File: config.mk
export PLATFORM = sky130hd
export DESIGN_NAME = direction_input_ctrl
export DESIGN_NICKNAME = d
export VERILOG_FILES = /design/src/rtl/direction_input_ctrl.sv
export SDC_FILE = /design/constraint.sdc
export NUM_CORES = 1
export LEC_CHECK = 0
export CAP_MARGIN = 20
export CELL_PAD_IN_SITES_DETAIL_PLACEMENT = 0
export CELL_PAD_IN_SITES_GLOBAL_PLACEMENT = 1
export CORE_MARGIN = 4
export CORE_UTILIZATION = 51
export DETAILED_ROUTE_END_ITERATION = 8
export PLACE_DENSITY = 0.95
export SLEW_MARGIN = 25
export SYNTH_ARGS = -nofsm -noshare
export SYNTH_HDL_FRONTEND = slang
export SYNTH_SLANG_ARGS = --single-unit
File: constraint.sdc
create_clock -name clk -period 4.2 [get_ports clk]
set_clock_uncertainty 0.2 [all_clocks]
set_input_delay 0.42 -clock clk [delete_from_list [all_inputs] [get_ports clk]]
set_output_delay 0.42 -clock clk [all_outputs]
set_load 0.05 [all_outputs]
File: src/rtl/direction_input_ctrl.sv
// Turns four raw push-buttons into paced one-hot direction commands for game2048.
// Optional auto-repeat while a button is held is enabled with `define DIR_REPEAT_EN.
module direction_input_ctrl #(
   parameter int DEBOUNCE_CYCLES = 500000,
   parameter int REPEAT_CYCLES   = 25000000
) (
   input  logic        clk,
   input  logic        rst,
   input  logic        btn_up,
   input  logic        btn_down,
   input  logic        btn_left,
   input  logic        btn_right,
   input  logic [1:0]  game_state,
   output logic [3:0]  direction,
   output logic [15:0] move_count
);

   localparam int CW = $clog2(DEBOUNCE_CYCLES + 1);
   localparam logic [CW-1:0] DB_LAST = CW'(DEBOUNCE_CYCLES - 1);

   if (DEBOUNCE_CYCLES < 1 || REPEAT_CYCLES < 1) begin : g_bad_param
      $error("direction_input_ctrl: DEBOUNCE_CYCLES and REPEAT_CYCLES must be >= 1");
   end

   typedef enum logic [1:0] {S_WAIT, S_ISSUE, S_RELEASE} state_t;

   // Bit order matches the direction encoding: up, down, left, right.
   logic [3:0]    raw;
   logic [3:0]    sync1;
   logic [3:0]    sync2;
   logic [3:0]    db;
   logic [3:0]    db_prev;
   logic [CW-1:0] cnt [4];
   logic [3:0]    press;
   logic [3:0]    pick;
   logic [3:0]    code;
   logic          playing;
   state_t        state;

   assign raw     = {btn_right, btn_left, btn_down, btn_up};
   assign playing = (game_state == 2'b01);
   assign press   = db & ~db_prev;

   always_ff @(posedge clk) begin
      sync1 <= raw;
      sync2 <= sync1;
   end

   always_ff @(posedge clk) begin
      if (rst) begin
         db      <= '0;
         db_prev <= '0;
         for (int i = 0; i < 4; i++) cnt[i] <= '0;
      end else begin
         db_prev <= db;
         for (int i = 0; i < 4; i++) begin
            if (sync2[i] == db[i]) begin
               cnt[i] <= '0;
            end else if (cnt[i] == DB_LAST) begin
               db[i]  <= ~db[i];
               cnt[i] <= '0;
            end else begin
               cnt[i] <= cnt[i] + 1'b1;
            end
         end
      end
   end

   always_comb begin
      pick = 4'b0000;
      if (press[0])      pick = 4'b0001;
      else if (press[1]) pick = 4'b0010;
      else if (press[2]) pick = 4'b0100;
      else if (press[3]) pick = 4'b1000;
   end

`ifdef DIR_REPEAT_EN
   localparam int RW = $clog2(REPEAT_CYCLES + 1);
   localparam logic [RW-1:0] RPT_LAST = RW'(REPEAT_CYCLES - 1);
   logic [RW-1:0] rpt_cnt;
`endif

   always_ff @(posedge clk) begin
      if (rst) begin
         state      <= S_WAIT;
         direction  <= '0;
         code       <= '0;
         move_count <= '0;
`ifdef DIR_REPEAT_EN
         rpt_cnt    <= '0;
`endif
      end else begin
         case (state)
            S_WAIT: begin
               if (|press && playing) begin
                  code      <= pick;
                  direction <= pick;
                  state     <= S_ISSUE;
               end
            end
            S_ISSUE: begin
               // Leaving "playing" means the game consumed the move (or ended).
               if (!playing) begin
                  direction  <= '0;
                  move_count <= move_count + 16'd1;
                  state      <= S_RELEASE;
`ifdef DIR_REPEAT_EN
                  rpt_cnt    <= '0;
`endif
               end
            end
            S_RELEASE: begin
`ifdef DIR_REPEAT_EN
               if (db == 4'b0000) begin
                  state   <= S_WAIT;
                  rpt_cnt <= '0;
               end else if (|(db & code) && playing) begin
                  if (rpt_cnt == RPT_LAST) begin
                     rpt_cnt   <= '0;
                     direction <= code;
                     state     <= S_ISSUE;
                  end else begin
                     rpt_cnt <= rpt_cnt + 1'b1;
                  end
               end else begin
                  rpt_cnt <= '0;
               end
`else
               if (db == 4'b0000) state <= S_WAIT;
`endif
            end
            default: begin
               state     <= S_WAIT;
               direction <= '0;
            end
         endcase
      end
   end

endmodule

---- Word-level counts from Yosys, hierarchy flattened ----
Memory sizes are Yosys's and may differ from the RTL's.
Cells that the tools add are included.
word-level totals
  register bits after elaboration ......... 38
  logic and storage cells ................. 134
  RAM bits ................................ 76
  input port bits ......................... 8
  memories ................................ 1
operators by class
  mux-type cells .......................... 69
  equal/unequal tests ..................... 14
  reduce and logical (&&, ||, !) cells .... 11
  add/sub/neg operators ................... 5
  bitwise operators ....................... 24
memory list
  name  words  width  rd ports  clocked after Yosys merged registers in  write ports  RTL line  RTL
  cnt   4      19     4         0                                        4            33        logic [CW-1:0] cnt [4];
operator list
  kind                     count
  $mux W19                 12
  $add A19 B1 Y19 const B  4
  $eq A19 B19 Y1 const B   4
  $mux W1                  46
  $mux W4                  6
  $add A16 B1 Y16 const B  1
  $or A1 B1 Y1             12
  $pmux W4 S3              1
  $not A1 Y1               10
  $reduce_and A2 Y1        5
  $mux W2                  3
  $ne A2 B2 Y1 const B     3
  $pmux W2 S3              1
  $reduce_and A3 Y1        2
  $and A4 B4 Y4            1
  $eq A1 B1 Y1             4
  $eq A2 B1 Y1 const B     2
  $logic_not A4 Y1         1
  $not A4 Y4               1
  $reduce_or A4 Y1         1
  $eq A2 B2 Y1 const B     1
  $logic_not A2 Y1         1
  $logic_and A1 B1 Y1      1

---- Longest topological paths before layout ----
Gate-level depths: netlist of the first run.
  word-level depth ........................ 8
  mapped depth ............................ 7
  depth with buffers taken out ............ 5

---- Worst setup path after synthesis of the first run ----
OpenSTA, ideal clock, no wires.
  kind .................................... register to register
  start point ............................. mem cnt[3][5] in the netlist's numbering
  end point ............................... mem cnt[3][8] in the netlist's numbering (data pin)
  arrival time ............................ 1,893 ps
  setup slack ............................. 1,852 ps
  cell stages (with the launch flop) ...... 6
  data required time ...................... 3,746 ps
  library setup time ...................... 254 ps
  cell sequence ........................... edfxtp_1 > or4b_1 > or4_4 > o21bai_4 > buf_4 > nor2_1
RTL lines
  what             RTL line
  start, declared  33

==> impl_metrics.tcl, run 1 <==
set metrics [dict create \
    cts_root_buf "clkbuf_8" \
    instances_no_fill 819 \
    layout_setup_ws_ps 1660 \
    antennaDiodeCount 0 \
    power_density_mw_per_mm2 387 \
    via_per_inst 5.31 \
    finalCoreUtilization 0.636 \
    synthTopCellsByCount "76 x edfxtp_1, 76 x nor2_1, 39 x xnor2_1" \
    power.leakage_nw 2.36 \
    worstMarginPinSlew_ps 739 \
    yosys.area.top_type "edfxtp_1" \
    power_mw 2.68 \
    slew_headroom 0.503 \
    fmax_mhz 394 \
    grt_antenna_before_repair 0 \
    synth-seq-cells 114 \
    clk_latency_ps 520 \
    post_cts_buffers 0 \
    fin_setup_tns_ps 0 \
    boundaryPins 28 \
    drv_cap 0 \
    clkTransAtPathRegs_ps 50 \
    grt_usage 0.187 \
    stdcell_area_mm2 0.00692 \
    coreArea_mm2 0.0109 \
    crit_required_ps 4220 \
    grt_pass1_wl_mm 19.4 \
    route.detailed.drc 0 \
    rsz0062_at_grt "false" \
    netlist_area_mm2 0.00571 \
    io_buffers 27 \
    synthTopCellsByArea "edfxtp_1 40%, dfxtp_1 13%, xnor2_1 6.0%" \
    fin_hold_ws_ps 129 \
    cts_tree "built" \
    vdd_ir_drop_max_v 0.000220 \
    period_needed_ps 2540 \
    wl_per_cell_um 13.4 \
    final_nets 679 \
    initial_utilization 0.525 \
    place_ws_ps 1520 \
    crit_arrival_ps 2560 \
    met3_wirelength_um 443 \
    synth_top_area_frac 0.399 \
    cts_buffer_depth 2 \
    gp_congestion 0.832 \
    async_flop_share 0 \
    wl_met1_mm 4.97 \
    placedCellCount 787 \
    drive_above_1_share 0.0574 \
    die-height_um 114 \
    setup_viol 0 \
    wl_met2_mm 5.41 \
    crit_fanout 9 \
    maxSlewViolCount 0 \
    vias 4351 \
    dieArea_mm2 0.0130 \
    period_share 0.605 \
    ys_types 46 \
    crit_path_start_kind "flip-flop" \
    maxUsedRoutingLayer "met4" \
    grt_max_degree 38 \
    clock_sinks 114 \
    num_rows 38 \
    drt-total-wl_mm 11.0 \
    yosys_warnings 0 \
    ant_nets 0 \
    grt-ovfl-total 0 \
    run_status "finished, final reports clean" \
    synth_edf_count 76 \
    cts_max_level 4 \
    die_w_um 114 \
    placed_cell_area_mm2 0.00638 \
    cts_hold_buf 0 \
    area_growth_pct 21.2 \
    synth_seq_area_share 0.533 \
    hold_viol_final 0 \
    nFillCells 918 \
    grt_pass1_vias 4341 \
    end_kind "flip-flop" \
    ys.flop_type "edfxtp_1" \
    cts_buffers 17 \
    hpwl_mm 7.79 \
    netlist_instances 561 \
    drt_iter0_markers 218 \
    holdCritPathClass "reg2reg" \
    syn_area_per_cell_um2 10.2 \
    first_pass_iters 4 \
    cts_resized 0 \
    crit_type "reg2reg" \
]
-- critical path, cell delays in order (launching register included) --
cell and delay, ps:
edfxtp_1 410, ha_1 260, nand4_1 350, or4_1 640
o21ai_0 270, a21oi_1 120
-- layer usage --
layer  up-vias  GRT usage
met2        78      0.311
met4         0     0.0705
met3        12     0.0615
met5         -          0
met1      2063      0.226
li1       2198          -
-- final cells by class --
type                    instances  area [µm²]  share of cell area
repair buffers                 29         285              0.0412
clock buffers                  26         509              0.0735
flip-flops and latches        114        3040               0.439
well taps                     140         175              0.0253
clock inverters                 6        27.5             0.00398
multi-input cells             486        2820               0.407
inverters                      18        67.6             0.00976
-- layout by cell type, fill, tap and decap left out, types with 6 or more instances in the layout --
| cell | instances |
|---|---|
| nor2_1 | 76 |
| edfxtp_1 | 76 |
| conb_1 | 76 |
| xnor2_1 | 39 |
| dfxtp_1 | 38 |
| nand3_1 | 30 |
| nand2_1 | 27 |
| clkdlybuf4s50_1 | 27 |
| nand4_1 | 26 |
| xor2_1 | 25 |
| a21oi_1 | 25 |
| o21ai_0 | 20 |
| nor3_1 | 19 |
| inv_1 | 18 |
| or3_1 | 17 |
| clkbuf_16 | 17 |
| nor4_1 | 15 |
| or4_1 | 12 |
| nor2b_1 | 10 |
| nand2b_1 | 8 |
| o31ai_1 | 8 |
| and4_1 | 6 |
| nor4b_1 | 6 |
| mux2i_1 | 6 |
-- power by group --
group	switching [mW]	internal (mW)	total [mW]
clock network	0.454	0.813	1.27
logic	0.0660	0.0461	0.112
registers	0.0509	1.25	1.30
total	0.571	2.11	2.68
-- state kept, by name, indices dropped and copies added (netlist names) --
signal      count
cnt            76
db              4
db_prev         4
direction       4
move_count     16
state           2
sync1           4
sync2           4
-- final timing paths --
| check | from | end | slack, ps | cells after the start |
|---|---|---|---|---|
| hold / removal | sync1[3] | sync2[3] | 130 | 0 |
| setup / recovery | cnt[1][0] | cnt[1][18] | 1660 | 5 |
| setup reg to reg | cnt[1][0] | cnt[1][18] | 1660 | 5 |
| hold reg to reg | sync1[3] | sync2[3] | 130 | 0 |
-- kinds of logic (layout without fill, tap and decap cells) --
kind of cell,count (synthesis),in the layout,share of synthesized area
and+or+nand+nor,274,274,0.260
buffers and inverters,36,79,0.0250
AOI/OAI and AO/OA,61,61,0.0620
muxes,6,6,0.0105
xor gates and xnor gates,64,64,0.0981
adders and majority gates,5,5,0.0110
DFF,114,114,0.533
other,1,76,0.000656
Power figures use the tool's default switching activity.
==> inputs of run 2 (changes only) <==
Settings changed: CORE_UTILIZATION 51 to 48, PLACE_DENSITY 0.95 to 0.91.
Clock period 4.2 ns to 2.5 ns, I/O delays scaled along.
==> impl_metrics.tcl, run 2 (synthesis gave the netlist of run 1 again) <==
set metrics [dict create \
    run_status "finished, final reports clean" \
    first_pass_iters 6 \
    hold_viol_final 0 \
    placed_cell_area_mm2 0.00652 \
    cts_tree "built" \
    p_int_mw 3.78 \
    wl_per_cell_um 13.1 \
    p_sw_frac 0.211 \
    cts_hold_buf 0 \
    vdd_ir_drop_max_v 0.000289 \
    power_density_mw_per_mm2 673 \
    drt-total-wl_mm 11.0 \
    seqPwrFrac 0.454 \
    antennaDiodeCount 0 \
    holdCritPathClass "in2reg" \
    gp_congestion 0.794 \
    drv_cap 0 \
    clkPwrFrac 0.504 \
    regMostFlops "cnt" \
    cts_buffers 17 \
    grt_usage 0.174 \
    largestRegisters "cnt: 76 flops, move_count: 16 flops" \
    grt_pass1_vias 4220 \
    largest_reg_flops 76 \
    dieArea_mm2 0.0137 \
    rsz0062_at_grt "false" \
    grt_max_degree 37 \
    worstMarginPinSlew_ps 584 \
    die_w_um 117 \
    slew_headroom 0.607 \
    crit_fanout 11 \
    crit_type "reg2reg" \
    coreArea_mm2 0.0115 \
    end_kind "flip-flop" \
    initial_utilization 0.496 \
    combPwrFrac 0.042 \
    ant_nets 0 \
    period_needed_ps 2400 \
    crit_path_start_kind "flip-flop" \
    num_rows 39 \
    route.detailed.drc 0 \
    crit_required_ps 2460 \
    setup_viol 0 \
    stdcell_area_mm2 0.00712 \
    boundaryPins 28 \
    clkTransAtPathRegs_ps 50 \
    clk_latency_ps 410 \
    p_switching_mw 1.01 \
    mostFrequentLayoutCells "76 x nor2_1, 76 x edfxtp_1, 76 x conb_1" \
    power_mw 4.79 \
    power.leakage_nw 2.47 \
    drt_iter0_markers 369 \
    final_nets 695 \
    cts_max_level 4 \
    fmax_mhz 417 \
    finalCoreUtilization 0.618 \
    regArea_mm2 0.00304 \
    vias 4345 \
    post_cts_buffers 0 \
    cts_buffer_depth 2 \
    hpwl_mm 7.75 \
    drive_above_1_share 0.0791 \
    fin_setup_tns_ps 0 \
    nFillCells 948 \
    cts_root_buf "clkbuf_16" \
    maxSlewViolCount 0 \
    grt_pass1_wl_mm 18.8 \
    cts_resized 0 \
    die-height_um 117 \
    period_share 0.959 \
    crit_arrival_ps 2360 \
    grt-ovfl-total 0 \
    clock_sinks 114 \
    multi_input_area_mm2 0.00281 \
    via_per_inst 5.18 \
    fin_hold_ws_ps 79.9 \
    io_buffers 27 \
    area_growth_pct 24.6 \
    grt_antenna_before_repair 0 \
]
[run 2: changes by cell type in the layout (fill, tap and decap cells not counted)]
cell and change:
buf_12 +1, buf_4 +15, bufinv_16 +1, clkbuf_16 +4, clkbuf_8 -5, clkinv_1 -2
inv_4 +2, o21ai_1 +2, o21ai_2 -2
[run 2: through the flow]
stage,setup WS (ps),instances
after detailed placement,137,806
final,103,838
after floorplan,152,636
after CTS,102,838
after global routing,31.7,838
after global placement,178,806
[run 2: final timing paths]
kind             start  depth (start not counted)         to  slack (ps)
max reg2reg  cnt[3][7]                          5  cnt[3][7]         100
max          cnt[3][7]                          5  cnt[3][7]         100
min reg2reg   sync1[1]                          0   sync2[1]         130
min          btn_right                          1   sync1[3]          80
[run 2: power by group through the flow]
stage | combinational, mW | clock [mW] | sequential, mW
3_5_place_dp | 0.198 | 0 | 2.21
5_1_grt | 0.234 | 2.54 | 2.19
6_report | 0.202 | 2.41 | 2.17
4_1_cts | 0.200 | 2.46 | 2.17
2_1_floorplan | 0.152 | 0 | 2.19
3_3_place_gp | 0.194 | 0 | 2.21
[run 2: final cells by class]
cell class | instances | area share
Clock buffer | 25 | 0.0759
Clock inverter | 7 | 0.00879
Sequential cell | 114 | 0.427
Inverter | 18 | 0.00949
Multi-Input combinational cell | 486 | 0.395
Tap cell | 143 | 0.0251
Timing Repair Buffer | 45 | 0.0587
[run 2: layer usage]
| layer | GRT usage | share of wire | wire, µm | up-vias |
|---|---|---|---|---|
| met5 | 0 | 0 | 0 | - |
| met4 | 0.0711 | 0.014 | 152 | 0 |
| met3 | 0.0473 | 0.033 | 365 | 12 |
| met2 | 0.286 | 0.48 | 5230 | 64 |
| met1 | 0.218 | 0.48 | 5210 | 2044 |
| li1 | - | - | - | 2225 |
[run 2: worst max-delay path, cell delays in order (launching register included)]
cell	delay, ps
edfxtp_1	440
or4b_1	560
or4_4	550
o21bai_4	130
buf_4	190
nor2_1	70
==> inputs of run 3 (changes only) <==
Settings changed: GPL_ROUTABILITY_DRIVEN from default to 1.
==> results of run 3 <==
The final DEF is identical to that of run 2; final timing and power are the same.
